$ cat config.mk
export PLATFORM = sky130hd
export DESIGN_NAME = instr_fetch_unit
export DESIGN_NICKNAME = d
export VERILOG_FILES = /design/src/rtl/instr_fetch_unit.sv
export SDC_FILE = /design/constraint.sdc
export NUM_CORES = 1
export LEC_CHECK = 0
export CORE_ASPECT_RATIO = 1.4
export CORE_MARGIN = 2
export CORE_UTILIZATION = 49
export CTS_BUF_LIST = sky130_fd_sc_hd__clkbuf_4 sky130_fd_sc_hd__clkbuf_8
export DETAILED_ROUTE_END_ITERATION = 12
export PLACE_DENSITY_LB_ADDON = 0.05
export RECOVER_POWER = 100
export SETUP_SLACK_MARGIN = 0.5
export SLEW_MARGIN = 40
export SYNTH_ARGS = -nofsm -noshare
export SYNTH_HDL_FRONTEND = slang
export SYNTH_SLANG_ARGS = --single-unit
export TNS_END_PERCENT = 1
$ cat constraint.sdc
create_clock -name clk -period 3.3 [get_ports clk]
set_input_delay 0.66 -clock clk [delete_from_list [all_inputs] [get_ports clk]]
set_output_delay 0.66 -clock clk [all_outputs]
set_load 0.005 [all_outputs]
$ cat src/rtl/instr_fetch_unit.sv
// ============================================================================
// Module  : instr_fetch_unit
// Purpose : Front end of the single-issue MIPS core. Owns the program counter,
//           fetches one 32-bit word at a time from instruction memory over a
//           req/ack handshake, and hands the word (with its address and opcode
//           field) to decode over a valid/ready handshake. When decode accepts
//           an instruction, the control-unit branch/jump decode and the ALU
//           zero flag pick the next PC.
//
// Parameters
//   ADDR_W    PC / instruction memory address width (expected >= 28)
//   RESET_PC  PC loaded on reset (low two bits are forced to zero)
//
// Ports
//   clk          in   core clock, all state updates on the rising edge
//   reset        in   synchronous active-high reset, dominates everything
//   imem_req     out  fetch request, high only while in FETCH
//   imem_addr    out  word-aligned fetch address, stable for a whole fetch
//   imem_ack     in   memory presents imem_rdata this cycle
//   imem_rdata   in   fetched instruction word
//   instr        out  registered instruction for decode
//   opcode       out  instr[31:26], to the control unit
//   pc_out       out  address that instr was fetched from
//   instr_valid  out  instr/opcode/pc_out hold a live instruction
//   id_ready     in   decode accepts instr this cycle
//   branch_eq    in   control unit: current instr is beq
//   branch_ne    in   control unit: current instr is bne
//   jump         in   control unit: current instr is j
//   alu_zero     in   ALU zero flag for the current branch compare
//
// Optional build feature
//   FETCH_PERF_EN : when defined, adds perf_fetch_cnt (one count per accepted
//                   memory ack) and perf_redir_cnt (one count per accepted
//                   instruction that redirects the PC). Both are 32-bit,
//                   cleared by reset and wrap naturally. Without the macro
//                   the ports and counters do not exist and fetch behaviour
//                   is unchanged.
// ============================================================================
module instr_fetch_unit #(
    parameter int unsigned            ADDR_W   = 32,
    parameter logic [ADDR_W-1:0]      RESET_PC = '0
) (
    input  logic              clk,
    input  logic              reset,
    // instruction memory side
    output logic              imem_req,
    output logic [ADDR_W-1:0] imem_addr,
    input  logic              imem_ack,
    input  logic [31:0]       imem_rdata,
    // decode side
    output logic [31:0]       instr,
    output logic [5:0]        opcode,
    output logic [ADDR_W-1:0] pc_out,
    output logic              instr_valid,
    input  logic              id_ready,
    // redirect inputs from control unit / ALU
    input  logic              branch_eq,
    input  logic              branch_ne,
    input  logic              jump,
    input  logic              alu_zero
`ifdef FETCH_PERF_EN
   ,output logic [31:0]       perf_fetch_cnt,
    output logic [31:0]       perf_redir_cnt
`endif
);

    // ------------------------------------------------------------------------
    // State encoding. IDLE exists only for the single cycle after reset so the
    // first request is issued one cycle after reset is released.
    // ------------------------------------------------------------------------
    typedef enum logic [1:0] {
        IDLE  = 2'b00,
        FETCH = 2'b01,
        VALID = 2'b10
    } fetch_state_e;

    localparam logic [ADDR_W-1:0] PC_STEP  = ADDR_W'(4);
    localparam logic [ADDR_W-1:0] PC_RESET = {RESET_PC[ADDR_W-1:2], 2'b00};

    fetch_state_e      state_q, state_d;
    logic [ADDR_W-1:0] pc_q, pc_d;
    logic [31:0]       instr_q, instr_d;
    logic [ADDR_W-1:0] pc_out_q, pc_out_d;
    logic              valid_q, valid_d;

    // ------------------------------------------------------------------------
    // Redirect targets, all relative to the instruction held for decode.
    // pc_out_q is always word aligned, so both targets come out aligned too.
    // All arithmetic wraps modulo 2^ADDR_W.
    // ------------------------------------------------------------------------
    logic [ADDR_W-1:0] seq_pc;
    logic [ADDR_W-1:0] jump_target;
    logic [ADDR_W-1:0] branch_offset;
    logic [ADDR_W-1:0] branch_target;
    logic              branch_taken;
    logic              accept;
    logic              fetch_done;

    assign seq_pc        = pc_out_q + PC_STEP;
    // j keeps the top bits of the sequential PC and splices in the 26-bit index
    assign jump_target   = {seq_pc[ADDR_W-1:28], instr_q[25:0], 2'b00};
    assign branch_offset = {{(ADDR_W-18){instr_q[15]}}, instr_q[15:0], 2'b00};
    assign branch_target = seq_pc + branch_offset;
    // Both eq and ne together is illegal from the control unit; the OR form
    // still gives a defined answer.
    assign branch_taken  = (branch_eq & alu_zero) | (branch_ne & ~alu_zero);

    // Handshake events. Redirect inputs are only looked at on an accept.
    assign accept     = (state_q == VALID) && valid_q && id_ready;
    assign fetch_done = (state_q == FETCH) && imem_ack;

    // ------------------------------------------------------------------------
    // Next-state and datapath update. Defaults hold every register, so acks
    // outside FETCH and any redirect inputs outside an accept have no effect.
    // ------------------------------------------------------------------------
    always_comb begin
        state_d  = state_q;
        pc_d     = pc_q;
        instr_d  = instr_q;
        pc_out_d = pc_out_q;
        valid_d  = valid_q;

        case (state_q)
            IDLE: begin
                state_d = FETCH;
            end

            FETCH: begin
                if (fetch_done) begin
                    instr_d  = imem_rdata;
                    pc_out_d = pc_q;
                    valid_d  = 1'b1;
                    pc_d     = pc_q + PC_STEP;
                    state_d  = VALID;
                end
            end

            VALID: begin
                if (accept) begin
                    valid_d = 1'b0;
                    state_d = FETCH;
                    // jump beats a taken branch beats sequential
                    if (jump) begin
                        pc_d = jump_target;
                    end else if (branch_taken) begin
                        pc_d = branch_target;
                    end else begin
                        pc_d = seq_pc;
                    end
                end
            end

            default: begin
                state_d = IDLE;
            end
        endcase
    end

    // ------------------------------------------------------------------------
    // State registers with synchronous reset. The instruction register resets
    // to zero, which decodes as a NOP.
    // ------------------------------------------------------------------------
    always_ff @(posedge clk) begin
        if (reset) begin
            state_q  <= IDLE;
            pc_q     <= PC_RESET;
            instr_q  <= 32'h0;
            pc_out_q <= '0;
            valid_q  <= 1'b0;
        end else begin
            state_q  <= state_d;
            pc_q     <= pc_d;
            instr_q  <= instr_d;
            pc_out_q <= pc_out_d;
            valid_q  <= valid_d;
        end
    end

    // ------------------------------------------------------------------------
    // Outputs. The request is a pure function of state, so the address it
    // carries (the PC register) cannot move until the ack is taken.
    // ------------------------------------------------------------------------
    assign imem_req    = (state_q == FETCH);
    assign imem_addr   = {pc_q[ADDR_W-1:2], 2'b00};
    assign instr       = instr_q;
    assign opcode      = instr_q[31:26];
    assign pc_out      = pc_out_q;
    assign instr_valid = valid_q;

`ifdef FETCH_PERF_EN
    // ------------------------------------------------------------------------
    // Performance counters: completed fetches and PC redirects.
    // ------------------------------------------------------------------------
    logic [31:0] fetch_cnt_q, fetch_cnt_d;
    logic [31:0] redir_cnt_q, redir_cnt_d;

    always_comb begin
        fetch_cnt_d = fetch_cnt_q;
        redir_cnt_d = redir_cnt_q;
        if (fetch_done) begin
            fetch_cnt_d = fetch_cnt_q + 32'd1;
        end
        if (accept && (jump || branch_taken)) begin
            redir_cnt_d = redir_cnt_q + 32'd1;
        end
    end

    always_ff @(posedge clk) begin
        if (reset) begin
            fetch_cnt_q <= 32'h0;
            redir_cnt_q <= 32'h0;
        end else begin
            fetch_cnt_q <= fetch_cnt_d;
            redir_cnt_q <= redir_cnt_d;
        end
    end

    assign perf_fetch_cnt = fetch_cnt_q;
    assign perf_redir_cnt = redir_cnt_q;
`endif

endmodule

==> run summary, run 1 <==
Sw Ratio - 31.41%
Detailed Route WL - 27020 um
top_reg_cell synth - dfxtp_1
Mapped Area - 7236 um^2
Core Box Area - 14440 um^2
P&R area growth vs syn - 40.72%
first-pass GRT wire length - 40470 um
Data required, critical path - 3.64 ns
Final Critical Period - 3.380 ns
initial core utilization - 50.10%
PortBufs - 141
ANT nets after route - 0
DR DRC count - 0
fraction of layout cells with a size suffix above 1 - 21.26%
Yosys warning total - 0
status - finished, violations left
Placement Rows - 52
final core utilization - 70.50%
most frequent CP cell - buf_4
CP bufs+invs - 5
die footprint - 15770 um^2
Final #Nets - 1278
vias in the first global route - 7770
number of synthesized register bits - 99
Final Instance Area - 10180 um^2
worst-margin pin slew - 1.263 ns
Leak - 4.227 nW
final RePlAce weighted congestion - 0.9889
worst hold path class - flip-flop to flip-flop
Fin. Hold Viols - 0
Filler Cells Inserted - 1230
crit path max fanout - 5
Critical Path Sink Type - flip-flop
H-tree levels - 3
Setup WS post-layout - -0.08000 ns
r2r setup slk - -0.08 ns
Logic pwr share - 18.3%
Global Route Usage Sum - 32.81%
pwr dens - 247.9 nW/um^2
Root Buffer - clkbuf_8
largest net degree at the start of global routing - 77
antenna cells - 0
endpoints failing setup - 11
clk buf depth - 2
Clk pwr share - 32.0%
Area after DPL - 9418 um^2
clk sink count - 99
ys async rst share - 0%
number of hold buffers added after cts - 0
power share of the sequential group - 49.7%
worst slack after detailed placement - -0.1860 ns
clock slew seen by the registers of the worst setup and hold paths - 0.11 ns
Synth cell types - 76
failing checks - setup timing
VDD IR max - 178.3 uV
Via density - 5.941
1st-iter DRT viols - 471
delay of the slowest critical-path stage - 0.40 ns
io pins - 144
pins over their slew limit - 0
crit path max-delay cell type - dfxtp_2
Syn Inst Count - 995
Worst EP arrival - 3.72 ns
unrepaired setup endpoints after global routing - true
Max Clk Rate - 295.9 MHz
worst hold margin - 0.4636 ns
initial antenna violation count - 0
max-cap check violation count - 0
synthesized area per cell - 7.272 um^2
DRT Pass-1 Iters - 7
via count - 8276
die width - 106.7 um
NetSw - 0.0007929 W
Slew HR - 15.78%
height of the chip - 147.8 um
Post-synth EDFFs - 0
CP top delay family - compound AO/OA/AOI/OAI gates
CTS tree - done
WL/cell - 19.40 um
type of origin of the critical path - flip-flop
critical-path cell list - buf_4, ha_1, buf_4, nand3_2, xnor2_2, ha_4, and3_4, nand4_1, a21oi_2, buf_4, o211ai_1, buf_4, buf_4, a21oi_1, xnor2_1, o211ai_1, a21o_1
hpwl dp - 19400 um
gr ovfl total - 0
Num CTS Buffers - 9
register area share after synthesis - 27.39%
worst-case clock skew - 0.02142 ns
Power Internal - 0.001731 W
clock latency at the later pin of the worst-skew pair - 0.39 ns
Tcrit/Tclk final - 102.4%
worst setup path class - flip-flop to flip-flop
[what timing repair did]
action / in CTS / in global routing
resized for setup: 34 / 44
setup buffers: 8 / 12
setup endpoints to repair: 23 / 23
endpoints found under the hold margin: 0 / 0
pin swaps: 30 / 29
[cell usage in the layout (no fill, tap or decap), types with 9 or more instances in the layout]
cell / n
and3_1: 9
nand3_1: 26
clkdlybuf4s50_1: 60
dfxtp_2: 10
nor2_1: 61
o21ai_1: 10
nand2_1: 195
o21ai_0: 24
nand4_1: 17
o21a_1: 9
dlygate4sd3_1: 80
clkbuf_8: 10
o211ai_1: 19
buf_4: 133
a21o_1: 16
nor3_1: 19
dfxtp_1: 87
ha_1: 30
inv_1: 17
or3_1: 11
xor2_1: 14
xnor2_1: 25
a31oi_1: 9
a21oi_1: 112
[final timing paths]
check                 start        to  cells after the start
setup reg to reg  pc_out[2]  pc_q[20]                     17
hold reg to reg     pc_q[0]   pc_q[0]                      2
hold / removal      pc_q[0]   pc_q[0]                      2
setup / recovery  pc_out[2]  pc_q[20]                     17
[worst register-to-register path, cell delays in order, from the launching register on]
cell and delay [ns]:
dfxtp_2 0.40, buf_4 0.14, ha_1 0.16, buf_4 0.12, nand3_2 0.16, xnor2_2 0.23, ha_4 0.32, and3_4 0.18
nand4_1 0.11, a21oi_2 0.18, buf_4 0.15, o211ai_1 0.08, buf_4 0.16, buf_4 0.13, a21oi_1 0.24, xnor2_1 0.10
o211ai_1 0.32, a21o_1 0.16
[final cells by class]
cell class                 count  area (um^2)  area share, %
inverter                      18        67.56         0.6636
timing repair buffer         282         2466          24.22
tap                          189        236.5          2.322
clock inverter                 6        58.81         0.5775
clock buffer                  10        137.6          1.352
multi-input combinational    789         5214          51.20
sequential                    99         2002          19.66
[synthesized netlist by cell type (9+ instances only)]
| master | instances | area [um^2] |
|---|---|---|
| nor4_1 | 9 | 56.30 |
| nor2_1 | 69 | 259.0 |
| o211ai_1 | 19 | 142.6 |
| clkbuf_1 | 47 | 176.4 |
| a211oi_1 | 10 | 75.07 |
| nand2_1 | 196 | 735.7 |
| and3_1 | 11 | 68.82 |
| xnor2_1 | 29 | 254.0 |
| a21o_1 | 16 | 120.1 |
| inv_1 | 17 | 63.81 |
| or3_1 | 13 | 81.33 |
| nor3_1 | 27 | 135.1 |
| dfxtp_1 | 99 | 1982 |
| ha_1 | 38 | 475.5 |
| nand4_1 | 17 | 106.4 |
| a21oi_1 | 120 | 600.6 |
| o21ai_0 | 28 | 140.1 |
| buf_4 | 39 | 292.8 |
| nand3_1 | 28 | 140.1 |
| a31oi_1 | 9 | 56.30 |
| o21a_1 | 9 | 67.56 |
| xor2_1 | 21 | 183.9 |
[metal layers]
metal / track usage (%) / routed length (um) / up-vias
met3: 3.616 / 1436 / 112
met5: 0 / 0 / -
li1: - / - / 3923
met2: 59.68 / 13830 / 345
met1: 35.14 / 9767 / 3896
met4: 22.08 / 1988 / 0
[kinds of logic (layout without fill, tap and decap cells)]
kind of cell / after synthesis / in the layout / share of synthesized area, %
xor gates and xnor gates: 50 / 50 / 6.052
and+or+nand+nor: 404 / 404 / 25.42
AOI/OAI and AO/OA: 286 / 286 / 25.45
muxes: 8 / 8 / 1.141
buffers and inverters: 108 / 316 / 7.643
adders and majority gates: 39 / 39 / 6.848
DFF: 99 / 99 / 27.39
other: 1 / 2 / 0.05183
[sequential cells by signal, indices dropped and copies added (netlist names)]
register     count
state_q          2
pc_q            32
pc_out          32
instr_valid      1
instr           32
[per-stage QoR]
step	TNS, ns	total power, W	instances
after floorplan	0	0.001504	996
after global placement	-0.7092	0.001728	1357
after detailed placement	-1.118	0.001732	1357
after CTS	-0.1789	0.002528	1381
after global routing	-2.424	0.002611	1393
final	-0.5070	0.002524	1393
[power groups by stage]
| stage | Sequential [W] | Combinational, W | Clock, W |
|---|---|---|---|
| 2_1_floorplan | 0.00127 | 0.000229 | 0 |
| 3_3_place_gp | 0.00128 | 0.000448 | 0 |
| 3_5_place_dp | 0.00128 | 0.000452 | 0 |
| 4_1_cts | 0.00125 | 0.000457 | 0.000817 |
| 5_1_grt | 0.00126 | 0.000499 | 0.000854 |
| 6_report | 0.00125 | 0.000461 | 0.000809 |
No activity file was read; power rests on OpenSTA's default activity.
==> run 2, diff against run 1 <==
==> constraint.sdc (replaced) <==
create_clock -name clk -period 3.3 [get_ports clk]
set_input_delay 0.495 -clock clk [delete_from_list [all_inputs] [get_ports clk]]
set_output_delay 0.495 -clock clk [all_outputs]
set_load 0.005 [all_outputs]
==> run 2 against run 1 <==
Net effect:
- the run still ends with setup timing left
- register-to-register slack improved by 0.06 ns
- routed wire length decreased by 2.0%
- global-route usage increased by 0.57 points
- count of clock-buffer cells in the layout is the same
- maximum frequency up 1.9%
- final cell count is 0.57% lower
- combinational power decreased by 4%
- core utilization shrank 1.4 points
- critical path depth did not move
- largest power group unchanged
- highest routed layer unchanged
==> run summary, run 2 (synthesis gave the netlist of run 1 again) <==
first-pass GRT wire length - 41030 um (+1.4%)
clk buf depth - 2 (unchanged)
Final #Nets - 1270 (-0.63%)
die width - 106.7 um (unchanged)
worst setup path class - flip-flop to flip-flop
number of hold buffers added after cts - 0 (unchanged)
DR DRC count - 0 (unchanged)
endpoints failing setup - 2 (-9)
unrepaired setup endpoints after global routing - true
max-cap check violation count - 0 (unchanged)
Via density - 5.905 (-0.60%)
vias in the first global route - 7888 (+1.5%)
Root Buffer - clkbuf_8
crit path max fanout - 5 (unchanged)
DRT Pass-1 Iters - 5 (-2)
via count - 8179 (-1.2%)
Clk pwr share - 32.2% (+0.2 points)
ANT nets after route - 0 (unchanged)
NetSw - 0.0007801 W (-1.6%)
Critical Path Sink Type - flip-flop
PortBufs - 141 (unchanged)
Data required, critical path - 3.60 ns (-0.04 ns)
Final Instance Area - 9983 um^2 (-2.0%)
Max Clk Rate - 301.6 MHz (+1.9%)
clock slew seen by the registers of the worst setup and hold paths - 0.11 ns (about the same)
Area after DPL - 9420 um^2 (about the same)
type of origin of the critical path - flip-flop
clk sink count - 99 (unchanged)
Tcrit/Tclk final - 100.5% (-1.9 points)
failing checks - setup timing
initial core utilization - 50.10% (unchanged)
largest net degree at the start of global routing - 57 (-26%)
Sw Ratio - 31.19% (-0.22 points)
Num CTS Buffers - 9 (unchanged)
VDD IR max - 193.2 uV (+8.3%)
Leak - 4.173 nW (-1.3%)
fraction of layout cells with a size suffix above 1 - 19.15% (-2.1 points)
height of the chip - 147.8 um (unchanged)
antenna cells - 0 (unchanged)
CTS tree - done
P&R area growth vs syn - 37.97%
Slew HR - 19.82% (+4.0 points)
worst-margin pin slew - 1.203 ns (-0.06054 ns)
Placement Rows - 52 (unchanged)
gr ovfl total - 0 (unchanged)
clock latency at the later pin of the worst-skew pair - 0.38 ns (about the same)
Final Critical Period - 3.316 ns (-0.06417 ns)
1st-iter DRT viols - 432 (-8.3%)
commonest non-fill, non-tap cell in the layout - nand2_1
status - finished, violations left
final RePlAce weighted congestion - 1.025 (+3.6%)
Global Route Usage Sum - 33.38% (+0.57 points)
hpwl dp - 19540 um (+0.71%)
H-tree levels - 3 (unchanged)
Fin. Hold Viols - 0 (unchanged)
pins over their slew limit - 0 (unchanged)
WL/cell - 19.12 um (-1.4%)
Logic pwr share - 17.8% (-0.5 points)
die footprint - 15770 um^2 (unchanged)
total chip power - 0.002501 W (-0.94%)
Setup WS post-layout - -0.01584 ns (+0.06417 ns)
io pins - 144 (unchanged)
initial antenna violation count - 0 (unchanged)
power share of the sequential group - 50.0% (+0.3 points)
Worst EP arrival - 3.62 ns (-0.10 ns)
Core Box Area - 14440 um^2 (unchanged)
pwr dens - 250.5 nW/um^2 (+1.0%)
Power Internal - 0.001721 W (-0.62%)
Detailed Route WL - 26490 um (-2.0%)
most frequent cells in the layout - nand2_1 (196), buf_4 (119), a21oi_1 (113), dlygate4sd3_1 (87), dfxtp_1 (86)
worst-case clock skew - 0.01626 ns (-0.005163 ns)
worst hold path class - flip-flop to flip-flop
## run 2: cell count changes in the layout (fill, tap and decap cells not counted), sizes merged
cell | before | now
buf | 136 | 121
clkbuf | 16 | 23
clkdlybuf4s50 | 60 | 53
clkinv | 4 | 5
dlygate4sd3 | 80 | 87
inv | 19 | 18
## run 2: power groups by stage
stage | combinational (W) | clock, W | sequential, W
final | 0.000444 | 0.000806 | 0.00125
after global routing | 0.000483 | 0.000873 | 0.00125
after detailed placement | 0.000441 | 0 | 0.00128
after global placement | 0.000438 | 0 | 0.00128
after floorplan | 0.000229 | 0 | 0.00127
after CTS | 0.000453 | 0.000822 | 0.00125
## run 2: worst max-delay path, stage by stage (launching register included)
cell and delay, ns:
dfxtp_4 0.36, and4_4 0.24, buf_4 0.12, nand3_2 0.09, or2_4 0.25, nor3_4 0.15
xor2_2 0.22, ha_1 0.28, buf_4 0.15, nand4_1 0.11, a211oi_1 0.08, a211oi_2 0.29
o31ai_4 0.15, buf_4 0.17, xnor2_2 0.13, o211ai_1 0.20, o21ai_1 0.10, o22ai_1 0.13
## run 2: worst paths after layout
kind	end	from	slack, ns	cells past startpoint
worst max-delay path	pc_q[25]	pc_out[4]	-0.02	17
worst min-delay path	pc_out[1]	pc_q[1]	0.46	2
worst max register to register	pc_q[25]	pc_out[4]	-0.02	17
worst min register to register	pc_out[1]	pc_q[1]	0.46	2
## run 2: cell type report
cell class              instances  area (um^2)
clock buffers                  10        137.6
well taps                     189        236.5
clock inverters                 6        61.31
fillers                      1293         4461
repair buffers                274         2370
multi-input cells             789         5102
inverters                      18        67.56
flip-flops and latches         99         2008
## run 2: repair_timing
action / in CTS / in global routing
hold endpoints to repair: 0 / 0
gates resized for setup: 42 / 22
pin swaps: 40 / 20
buffers inserted: 9 / 1
setup endpoints to repair: 23 / 26
## run 2: per-stage QoR
stage / TNS [ns] / std cells / util [%] / hold WS [ns] / setup slack (ns)
floorplan: 0 / 996 / - / 0.4321 / 0.2179
detailed placement: -1.418 / 1359 / 65.22 / 0.4490 / -0.2423
global placement: -0.9764 / 1359 / 65.20 / 0.4440 / -0.1637
global route: -1.623 / 1385 / 69.12 / 0.4916 / -0.2092
finish: -0.02021 / 1385 / 69.12 / 0.4633 / -0.01584
CTS: 0 / 1384 / 68.57 / 0.4659 / 0.02991
## run 2: routing by layer
metal	GRT usage (%)	routed length (um)	share of wire (%)	vias to the layer above
met2	61.31	13710	52	343
met5	0	0	0	-
met3	3.527	1364	5.2	100
li1	-	-	-	3907
met1	35.74	9513	36	3829
met4	21.49	1894	7.2	0
